==> config.mk <==
export PLATFORM = sky130hd
export DESIGN_NAME = tt_bank_loader
export DESIGN_NICKNAME = d
export VERILOG_FILES = /design/src/rtl/tt_bank_loader.sv
export SDC_FILE = /design/constraint.sdc
export NUM_CORES = 1
export LEC_CHECK = 0
export CAP_MARGIN = 20
export CORE_ASPECT_RATIO = 1.5
export CORE_MARGIN = 8
export CORE_UTILIZATION = 40
export DETAILED_ROUTE_END_ITERATION = 10
export GPL_TIMING_DRIVEN = 0
export PLACE_DENSITY = 0.65
export SLEW_MARGIN = 10
export SYNTH_ARGS = -nofsm -noshare
export SYNTH_HDL_FRONTEND = slang
export SYNTH_SLANG_ARGS = --single-unit
==> constraint.sdc <==
create_clock -name clk -period 2.68 [get_ports clk]
set_clock_uncertainty 0.2 [all_clocks]
set_input_delay 0.536 -clock clk [delete_from_list [all_inputs] [get_ports clk]]
set_output_delay 0.536 -clock clk [all_outputs]
set_load 0.02 [all_outputs]
==> src/rtl/tt_bank_loader.sv <==
`default_nettype none
// ============================================================================
// Module   : tt_bank_loader
// Summary  : Host-side writer for a TinyTapeout dual-bank (2 x 5-bit) register
//            design. Drives strobe/clr/sel/data on the target io_in pins
//            (bank A first, then bank B, or a single clear pulse). It then
//            samples the target result and readback pins through
//            2-flop synchronizers.
// Revision : 1.0 - initial release
// ============================================================================
module tt_bank_loader #(
  parameter int SETUP_CYC  = 2,
  parameter int PULSE_CYC  = 2,
  parameter int HOLD_CYC   = 1,
  parameter int SETTLE_CYC = 4
) (
  input  logic       clk,
  input  logic       rst_n,
  input  logic       start_i,
  input  logic       clear_i,
  input  logic [9:0] word_i,
  output logic       busy_o,
  output logic       done_o,
  output logic       result_o,
  output logic       rb_err_o,
  output logic [7:0] tgt_in_o,
  input  logic [7:0] tgt_out_i
);

  // One shared phase counter, sized for the longest phase (loaded with N-1).
  localparam int MAX_SP  = (SETUP_CYC > PULSE_CYC) ? SETUP_CYC : PULSE_CYC;
  localparam int MAX_HS  = (HOLD_CYC > SETTLE_CYC) ? HOLD_CYC : SETTLE_CYC;
  localparam int MAX_CYC = (MAX_SP > MAX_HS) ? MAX_SP : MAX_HS;
  localparam int CNT_W   = ($clog2(MAX_CYC) > 0) ? $clog2(MAX_CYC) : 1;

  localparam logic [CNT_W-1:0] SETUP_LD  = CNT_W'(SETUP_CYC - 1);
  localparam logic [CNT_W-1:0] PULSE_LD  = CNT_W'(PULSE_CYC - 1);
  localparam logic [CNT_W-1:0] HOLD_LD   = CNT_W'(HOLD_CYC - 1);
  localparam logic [CNT_W-1:0] SETTLE_LD = CNT_W'(SETTLE_CYC - 1);

  typedef enum logic [3:0] {
    IDLE    = 4'd0,
    SETUP_A = 4'd1,
    PULSE_A = 4'd2,
    HOLD_A  = 4'd3,
    SETUP_B = 4'd4,
    PULSE_B = 4'd5,
    HOLD_B  = 4'd6,
    SETTLE  = 4'd7,
    DONE    = 4'd8
  } state_t;

  state_t           state, state_d;
  logic [CNT_W-1:0] cnt, cnt_d;
  logic [9:0]       word_q, word_d;
  logic             op_clr, op_clr_d;
  logic             last;
  logic             sample;
  logic [7:0]       pins_d;
  logic             busy_d;
  logic             done_d;
  logic [2:0]       sync1, sync2;

  // Only io_out[0], [3] and [7] carry information for this loader.
  logic unused_pins;
  assign unused_pins = ^{tgt_out_i[6:4], tgt_out_i[2:1]};

  assign last = (cnt == '0);

  // State, counter, latched request and registered pin/status outputs.
  // Pins are registered from the next-state decode so they never glitch and
  // have no combinational path from any input.
  always_ff @(posedge clk or negedge rst_n) begin
    if (!rst_n) begin
      state    <= IDLE;
      cnt      <= '0;
      word_q   <= '0;
      op_clr   <= 1'b0;
      tgt_in_o <= 8'h00;
      busy_o   <= 1'b0;
      done_o   <= 1'b0;
    end else begin
      state    <= state_d;
      cnt      <= cnt_d;
      word_q   <= word_d;
      op_clr   <= op_clr_d;
      tgt_in_o <= pins_d;
      busy_o   <= busy_d;
      done_o   <= done_d;
    end
  end

  // Next-state, counter and pin decode for the load/clear sequencer.
  always_comb begin
    state_d  = state;
    cnt_d    = last ? '0 : cnt - 1'b1;
    word_d   = word_q;
    op_clr_d = op_clr;
    sample   = 1'b0;

    case (state)
      IDLE: begin
        // Clear has priority; a clear loads zero data so data pins stay 0.
        if (clear_i) begin
          state_d  = SETUP_A;
          cnt_d    = SETUP_LD;
          word_d   = 10'd0;
          op_clr_d = 1'b1;
        end else if (start_i) begin
          state_d  = SETUP_A;
          cnt_d    = SETUP_LD;
          word_d   = word_i;
          op_clr_d = 1'b0;
        end
      end
      SETUP_A: if (last) begin state_d = PULSE_A; cnt_d = PULSE_LD; end
      PULSE_A: if (last) begin state_d = HOLD_A;  cnt_d = HOLD_LD;  end
      HOLD_A: begin
        if (last) begin
          if (op_clr) begin
            state_d = SETTLE;
            cnt_d   = SETTLE_LD;
          end else begin
            state_d = SETUP_B;
            cnt_d   = SETUP_LD;
          end
        end
      end
      SETUP_B: if (last) begin state_d = PULSE_B; cnt_d = PULSE_LD;  end
      PULSE_B: if (last) begin state_d = HOLD_B;  cnt_d = HOLD_LD;   end
      HOLD_B:  if (last) begin state_d = SETTLE;  cnt_d = SETTLE_LD; end
      SETTLE: begin
        if (last) begin
          state_d = DONE;
          sample  = 1'b1;
        end
      end
      DONE:    state_d = IDLE;
      default: state_d = IDLE;
    endcase

    // Pin map: [7:3]=data, [2]=sel, [1]=clr, [0]=strobe.
    pins_d = 8'h00;
    case (state_d)
      SETUP_A, HOLD_A: pins_d = {word_d[4:0], 1'b0, op_clr_d, 1'b0};
      PULSE_A:         pins_d = {word_d[4:0], 1'b0, op_clr_d, 1'b1};
      SETUP_B, HOLD_B: pins_d = {word_d[9:5], 1'b1, 1'b0, 1'b0};
      PULSE_B:         pins_d = {word_d[9:5], 1'b1, 1'b0, 1'b1};
      default:         pins_d = 8'h00;
    endcase

    busy_d = (state_d != IDLE) && (state_d != DONE);
    done_d = (state_d == DONE);
  end

  // Two-flop synchronizer for result, readback and link-check pins.
  always_ff @(posedge clk or negedge rst_n) begin
    if (!rst_n) begin
      sync1 <= 3'b000;
      sync2 <= 3'b000;
    end else begin
      sync1 <= {tgt_out_i[7], tgt_out_i[3], tgt_out_i[0]};
      sync2 <= sync1;
    end
  end

  // Capture result and readback status at the end of SETTLE; held until the
  // next completion. io_out[7] mirrors ~strobe, so it must read 1 here.
  always_ff @(posedge clk or negedge rst_n) begin
    if (!rst_n) begin
      result_o <= 1'b0;
      rb_err_o <= 1'b0;
    end else if (sample) begin
      result_o <= sync2[0];
      rb_err_o <= (sync2[1] != word_q[9]) | (sync2[2] != 1'b1);
    end
  end

endmodule
`default_nettype wire

# After elaboration in Yosys (flattened, before gate mapping)
# Index checks and enable logic that the tools add are counted.
# totals
ff_bits,35
wordCells,67
inputBits,22
output_inout_bits,12
# op_classes
muxes,29
n_eq_ne,16
reduce_logical,8
n_addsub,1
bitwise,2
# ops
op,count
$mux 4,9
$pmux 4 s8,1
$pmux 8 s4,1
$mux 10,3
$eq 4x3->1 const B,7
$mux 2,9
$eq 4x2->1 const B,4
$pmux 2 s5,1
$eq 4x1->1 const B,2
$reduce_or 2->1,4
$mux 1,5
$eq 4x4->1 const B,1
$logic_not 4->1,1
$ne 4x4->1 const B,1
$reduce_bool 4->1,1
$logic_not 2->1,1
$sub 2x1->2 const B,1
$logic_and 1x1->1,1
$ne 1x1->1,1
$not 1->1,1
$or 1x1->1,1

# Longest topological paths before layout
# Gate-level depths: netlist of run 1.
# depth
ltp_word,6
depth_mapped,8
mapped_depth_nobuf,7

# Least setup slack after synthesis of run 1
# OpenSTA, ideal clock, no wires.
# synth_timing
path_kind,register to register
start,register cnt[0]
end,register tgt_in_o[3]
n_path_buf,1
path_stages_with_launch,9
path_slack_ps,454
setup_time_ps,121
required_ps,2359
t_arrival_ps,1905
period_less_slack_ps,2226
cell_sequence,dfrtp_1 inv_1 ha_1 buf_4 xnor2_1 or3_2 or2b_4 o32ai_4 a22o_1
# synth_between
elab_chain_len,6
elab_cells_between_ends,18
cone_classes,eq/ne: 6; mux: 9; reduce/logical: 3
# synth_lines
item,line,source
start: declaration,54,"logic [CNT_W-1:0] cnt, cnt_d;"
start signal: assignment,84,cnt <= cnt_d;
$logic_not 2->1 (*),68,assign last = (cnt == '0);
"$mux 4, or another cell as far along",133,if (last) begin
$pmux 4 s8 (*),101,case (state)
"$eq 4x3->1, or another cell as far along",144,case (state_d)
$reduce_or 2->1,144,
$pmux 8 s4 (*),144,
named net pins_d[3],59,logic [7:0] pins_d;
end signal: assignment,87,tgt_in_o <= pins_d;
end: declaration,26,"output logic [7:0] tgt_in_o,"
# Mark *: on every way through the listed nets, which the timed path passes. The rest lies on a longest branch.
# A chain may end at the register's enable or synchronous reset.

# Worst setup path after layout of run 1
# layout_timing
start,register cnt[0]
end,register tgt_in_o[5]
# Same word-level chain as after synthesis.

==> impl_metrics.env, run 1 <==
export IMPL_irDropWorstVdd_mv=0.665
export IMPL_slew_limit_headroom_pct=51.0
export IMPL_cts_buffer_depth=2
export IMPL_cp_arrival_ns=2.38
export IMPL_worst_pin_slew_ns=0.735
export IMPL_antenna_found_initial=0
export IMPL_dr_pass1_iters=4
export IMPL_dp_hpwl_mm=2.50
export IMPL_grt_pass1_vias=1353
export IMPL_fp_dieW_um=68.1
export IMPL_syn_nets=180
export IMPL_core_area_mm2=0.00392
export IMPL_syn_to_final_growth_pct=27.6
export IMPL_power_density_mw_per_mm2=1220
export IMPL_cts_setup_buffers=0
export IMPL_startpoint_type="flop"
export IMPL_syn_cell_area_mm2=0.00163
export IMPL_synth_seq_cells=35
export IMPL_n_fill_cell=353
export IMPL_io_buffers=28
export IMPL_drc_errors=0
export IMPL_path_clk_slew_ns=0.07
export IMPL_vias=1274
export IMPL_total_power_mw=2.53
export IMPL_fin_crit_ns=2.41
export IMPL_cp_required_ns=2.64
export IMPL_track_usage_pct=11.6
export IMPL_fin_tns_setup_ns=0
export IMPL_r2r_start="cnt[0]"
export IMPL_cts_tree="built"
export IMPL_yosysUniqueCellTypes=39
export IMPL_fin_util_pct=53.0
export IMPL_stdcell_count=233
export IMPL_endpoint_kind="flop"
export IMPL_drt_iter0_markers=50
export IMPL_wire_per_inst_um=14.7
export IMPL_cts_buffers=5
export IMPL_wl_mm=3.42
export IMPL_layout_setup_ws_ns=0.266
export IMPL_reg2regPathDepth=8
export IMPL_clock_sinks=35
export IMPL_grt_pass1_wl_mm=5.73
export IMPL_ioPinCount=34
export IMPL_cts_root_buf="clkbuf_8"
export IMPL_cp_max_fo=10
export IMPL_reg2reg_to="tgt_in_o[5]"
export IMPL_place_congestion=0.846
export IMPL_grt_setup_unrepaired="no"
export IMPL_leakage_nw=0.902
export IMPL_reg2reg_slack_ns=0.27
export IMPL_initial_core_util_pct=41.5
export IMPL_grt_remaining_overflow=0
export IMPL_hold_path_class="in2async"
export IMPL_netlist_instances=152
export IMPL_setup_viol=0
export IMPL_drive_above_1_share_pct=13.8
export IMPL_max_freq_ghz=0.414
export IMPL_cts_max_level=2
export IMPL_die_area_mm2=0.00641
export IMPL_viasPerCell=5.47
export IMPL_dp_slack_ns=0.115
export IMPL_num_rows=28
export IMPL_fin_area_mm2=0.00208
export IMPL_syn_area_per_cell_um2=10.7
export IMPL_worst_setup_path_type="reg2reg"
export IMPL_ys_warn_count=0
export IMPL_final_antenna_net_count=0
export IMPL_hold_viol=0
export IMPL_dp_cells=225
export IMPL_status="complete, no violations"
export IMPL_holdWs_ns=0.113
export IMPL_die_y_um=94.2
export IMPL_hold_buffers=0
export IMPL_grt_max_degree=36
export IMPL_worst_skew_pair_late_latency_ns=0.28
export IMPL_dpl_cell_area_mm2=0.00196
export IMPL_cap_viol_max_count=0
export IMPL_insertedDiodeCount=0
export IMPL_ys_seq_area_share_pct=53.8
export IMPL_slew_violations=0
export IMPL_fin_nets=215
export IMPL_cts_resized=0
export IMPL_finalCritPeriodShare_pct=90.1
critical path: stages (launching register included):
cell and delay (ns):
dfrtp_1 0.40, inv_1 0.11, ha_1 0.21, buf_4 0.17
xnor2_1 0.12, or3_2 0.47, or2b_4 0.24, o32ai_4 0.10
a22o_1 0.27
cell type report:
class,instances,area [µm²],area share [%]
Timing Repair Buffer,28,275,13.2
Clock buffer,6,82.6,3.97
Tap cell,45,56.3,2.71
Buffer,11,58.8,2.83
Inverter,5,18.8,0.903
Multi-Input combinational cell,101,676,32.5
Sequential cell,35,876,42.1
Clock inverter,2,35.0,1.69
registers in the layout (all words and copies together) (netlist names), 2 cells and up:
signal,flops
word_q,10
tgt_in_o,8
state,4
sync1,3
sync2,3
cnt,2
how the worst max path moves through the flow:
stage          startpoint  slack (ns)     endpoint  depth (start not counted)
2_1_floorplan      cnt[0]        0.45  tgt_in_o[3]                          8
3_3_place_gp      start_i        0.11       busy_o                          6
3_5_place_dp      start_i        0.11       busy_o                          6
5_1_grt            cnt[0]        0.14       busy_o                          8
6_report           cnt[0]        0.27  tgt_in_o[5]                          8
4_1_cts            cnt[0]        0.26  tgt_in_o[5]                          8
per-layer routing:
layer | vias to the layer above | share of wire (%) | GRT usage (%)
met5 | - | 0 | 0
met4 | 0 | 2.1 | 7.20
met3 | 7 | 4.9 | 3.35
met2 | 40 | 53 | 19.6
met1 | 623 | 40 | 12.2
li1 | 604 | - | -
synth_stat cells, drive strengths merged:
cell type | count | area (µm²)
dfrtp | 35 | 876
nand3 | 12 | 60.1
or3 | 2 | 13.8
o21ai | 7 | 38.8
nor3 | 2 | 10.0
or4 | 1 | 11.3
or3b | 1 | 8.76
clkbuf | 4 | 15.0
inv | 5 | 18.8
o31ai | 2 | 15.0
ha | 6 | 75.1
xnor2 | 3 | 26.3
a31oi | 2 | 12.5
a211oi | 1 | 7.51
mux2 | 1 | 11.3
nor2 | 6 | 22.5
or2b | 1 | 11.3
a21boi | 1 | 7.51
nor2b | 2 | 12.5
a21oi | 14 | 70.1
o32ai | 3 | 63.8
a22oi | 1 | 7.51
a22o | 5 | 43.8
o22ai | 1 | 6.26
a21o | 1 | 7.51
and2 | 2 | 12.5
a221oi | 1 | 8.76
nand2 | 15 | 56.3
o221ai | 1 | 8.76
nand3b | 2 | 15.0
buf | 7 | 43.8
or2 | 3 | 18.8
nor4 | 2 | 12.5
where the power goes:
group | total (mW) | internal, mW | switching, mW
Combinational | 1.28 | 0.557 | 0.724
Clock | 0.474 | 0.301 | 0.174
Sequential | 0.772 | 0.699 | 0.0730
cell families (layout without fill, tap and decap cells):
logic type                 after synthesis  count (layout)  synth area share [%]
AOI/OAI and AO/OA                       40              40                  18.3
DFF                                     35              35                  53.8
muxes                                    1               1                 0.691
buffers and inverters                   16              52                  4.76
adders and majority gates                6               6                  4.61
xor gates and xnor gates                 3               3                  1.61
and+or+nand+nor                         51              51                  16.3
layout by cell type (no fill, tap or decap), types with 2 or more instances in the layout:
cell type / instances
a21oi_1: 14
a22o_1: 5
nor2_1: 6
nand2_1: 15
nor4_1: 2
o32ai_4: 2
clkdlybuf4s50_1: 27
xnor2_1: 3
nand3b_1: 2
clkbuf_1: 4
o31ai_1: 2
buf_2: 6
nor3_1: 2
ha_1: 6
inv_1: 5
dfrtp_1: 35
clkbuf_8: 6
nand3_1: 12
and2_1: 2
nor2b_1: 2
or2_2: 2
a31oi_1: 2
o21ai_0: 6
Note: power is estimated with default switching activity, not from simulation.
==> run 2: changes to the inputs <==
--- a/config.mk
+++ b/config.mk
@@ -7,7 +7,7 @@
 export LEC_CHECK = 0
 export CAP_MARGIN = 20
 export CORE_ASPECT_RATIO = 1.5
-export CORE_MARGIN = 8
+export CORE_MARGIN = 2
 export CORE_UTILIZATION = 40
 export DETAILED_ROUTE_END_ITERATION = 10
 export GPL_TIMING_DRIVEN = 0
==> impl_metrics.env, run 2 (synthesized netlist as in run 1, its figures left out) <==
export IMPL_top_regs="word_q: 10 flops, tgt_in_o: 8 flops, state: 4 flops"
export IMPL_drc_errors=0
export IMPL_grt_setup_unrepaired="no"
export IMPL_hold_viol=0
export IMPL_core_area_mm2=0.00392
export IMPL_grt_pass1_vias=1321
export IMPL_fin_crit_ns=2.40
export IMPL_leakage_nw=0.888
export IMPL_cp_max_fo=10
export IMPL_num_rows=28
export IMPL_cts_buffers=5
export IMPL_drive_above_1_share_pct=13.8
export IMPL_status="complete, no violations"
export IMPL_endpoint="tgt_in_o[6]"
export IMPL_slew_limit_headroom_pct=50.8
export IMPL_worst_setup_path_type="reg2reg"
export IMPL_reg2reg_to="tgt_in_o[6]"
export IMPL_die_area_mm2=0.00461
export IMPL_seqCellArea_um2=876
export IMPL_n_fill_cell=370
export IMPL_vias=1249
export IMPL_cp_required_ns=2.64
export IMPL_power_density_mw_per_mm2=1180
export IMPL_io_buffers=28
export IMPL_fin_nets=215
export IMPL_grt_remaining_overflow=0
export IMPL_track_usage_pct=16.2
export IMPL_path_clk_slew_ns=0.07
export IMPL_grt_max_degree=36
export IMPL_r2r_start="cnt[0]"
export IMPL_setup_viol=0
export IMPL_startpoint_type="flop"
export IMPL_antenna_found_initial=0
export IMPL_fin_tns_setup_ns=0
export IMPL_cts_max_level=2
export IMPL_final_cell_mix="35 x dfrtp_1, 27 x clkdlybuf4s50_1, 15 x nand2_1, 14 x a21oi_1, 12 x nand3_1"
export IMPL_critPathLaunch="cnt[0]"
export IMPL_place_congestion=0.834
export IMPL_syn_to_final_growth_pct=25.5
export IMPL_critical_path_buf_inv_count=2
export IMPL_initial_core_util_pct=41.5
export IMPL_insertedDiodeCount=0
export IMPL_final_common_cell="dfrtp_1"
export IMPL_ioPinCount=34
export IMPL_slowest_stage="or3_2"
export IMPL_cp_arrival_ns=2.36
export IMPL_hold_path_class="in2async"
export IMPL_cap_viol_max_count=0
export IMPL_clock_sinks=35
export IMPL_cts_tree="built"
export IMPL_viasPerCell=5.36
export IMPL_slew_violations=0
export IMPL_reg2regPathDepth=8
export IMPL_largest_register_ffs=10
export IMPL_reg2reg_slack_ns=0.28
export IMPL_dp_hpwl_mm=2.44
export IMPL_hold_buffers=0
export IMPL_cts_buffer_depth=2
export IMPL_die_y_um=82.2
export IMPL_multi_input_area_um2=676
export IMPL_worst_pin_slew_ns=0.739
export IMPL_max_freq_ghz=0.417
export IMPL_wl_mm=3.33
export IMPL_endpoint_kind="flop"
export IMPL_crit_cells=8
export IMPL_grt_pass1_wl_mm=5.87
export IMPL_dr_pass1_iters=4
export IMPL_final_antenna_net_count=0
export IMPL_drt_iter0_markers=22
export IMPL_irDropWorstVdd_mv=0.563
export IMPL_crit_family="simple AND/OR/NAND/NOR gates"
export IMPL_fp_dieW_um=56.1
export IMPL_crit_chain="inv_1 > ha_1 > buf_4 > xnor2_1 > or3_2 > or2b_4 > o32ai_4 > a22o_1"
export IMPL_total_power_mw=2.40
export IMPL_regMostFlops="word_q"
export IMPL_wire_per_inst_um=14.3
export IMPL_cts_root_buf="clkbuf_8"
export IMPL_worst_skew_pair_late_latency_ns=0.27
export IMPL_cts_setup_buffers=0
export IMPL_cts_resized=0
export IMPL_cpPeakStageDelay_ns=0.47
export IMPL_finalCritPeriodShare_pct=89.4
run 2: through the flow:
step	instance area, µm²	util (%)	hold slack (ns)	worst slack (ns)	cells
global route	2040	52.1	0.159	0.168	233
floorplan	1630	-	0.0404	0.454	152
finish	2040	52.1	0.119	0.284	233
global placement	1970	50.1	0.134	0.121	225
detailed placement	1960	50.0	0.140	0.127	225
CTS	2040	52.1	0.143	0.291	233
run 2: worst min path at each step:
stage | startpoint | to | slack, ns
floorplan | rst_n | busy_o | 0.04
global placement | sync1[2] | sync2[2] | 0.13
detailed placement | sync1[0] | sync2[0] | 0.14
CTS | rst_n | sync1[2] | 0.14
global route | sync1[1] | sync2[1] | 0.16
finish | rst_n | done_o | 0.12
run 2: area by class of cell:
type | instances | share of cell area, %
Buffer | 11 | 2.88
Clock buffer | 5 | 3.37
Clock inverter | 3 | 0.734
Inverter | 5 | 0.918
Multi-Input combinational cell | 101 | 33.0
Sequential cell | 35 | 42.8
Tap cell | 45 | 2.75
Timing Repair Buffer | 28 | 13.5
run 2: per-layer routing:
metal	share of wire, %	vias up	global-route usage, %
li1	-	603	-
met1	42	621	18.6
met2	53	21	30.1
met3	3.5	4	3.43
met4	1.2	0	5.00
met5	0	-	0
run 2: power breakdown:
| part | switching (mW) | internal, mW |
|---|---|---|
| clock network | 0.175 | 0.177 |
| registers | 0.0751 | 0.699 |
| logic | 0.721 | 0.557 |
| total | 0.971 | 1.43 |
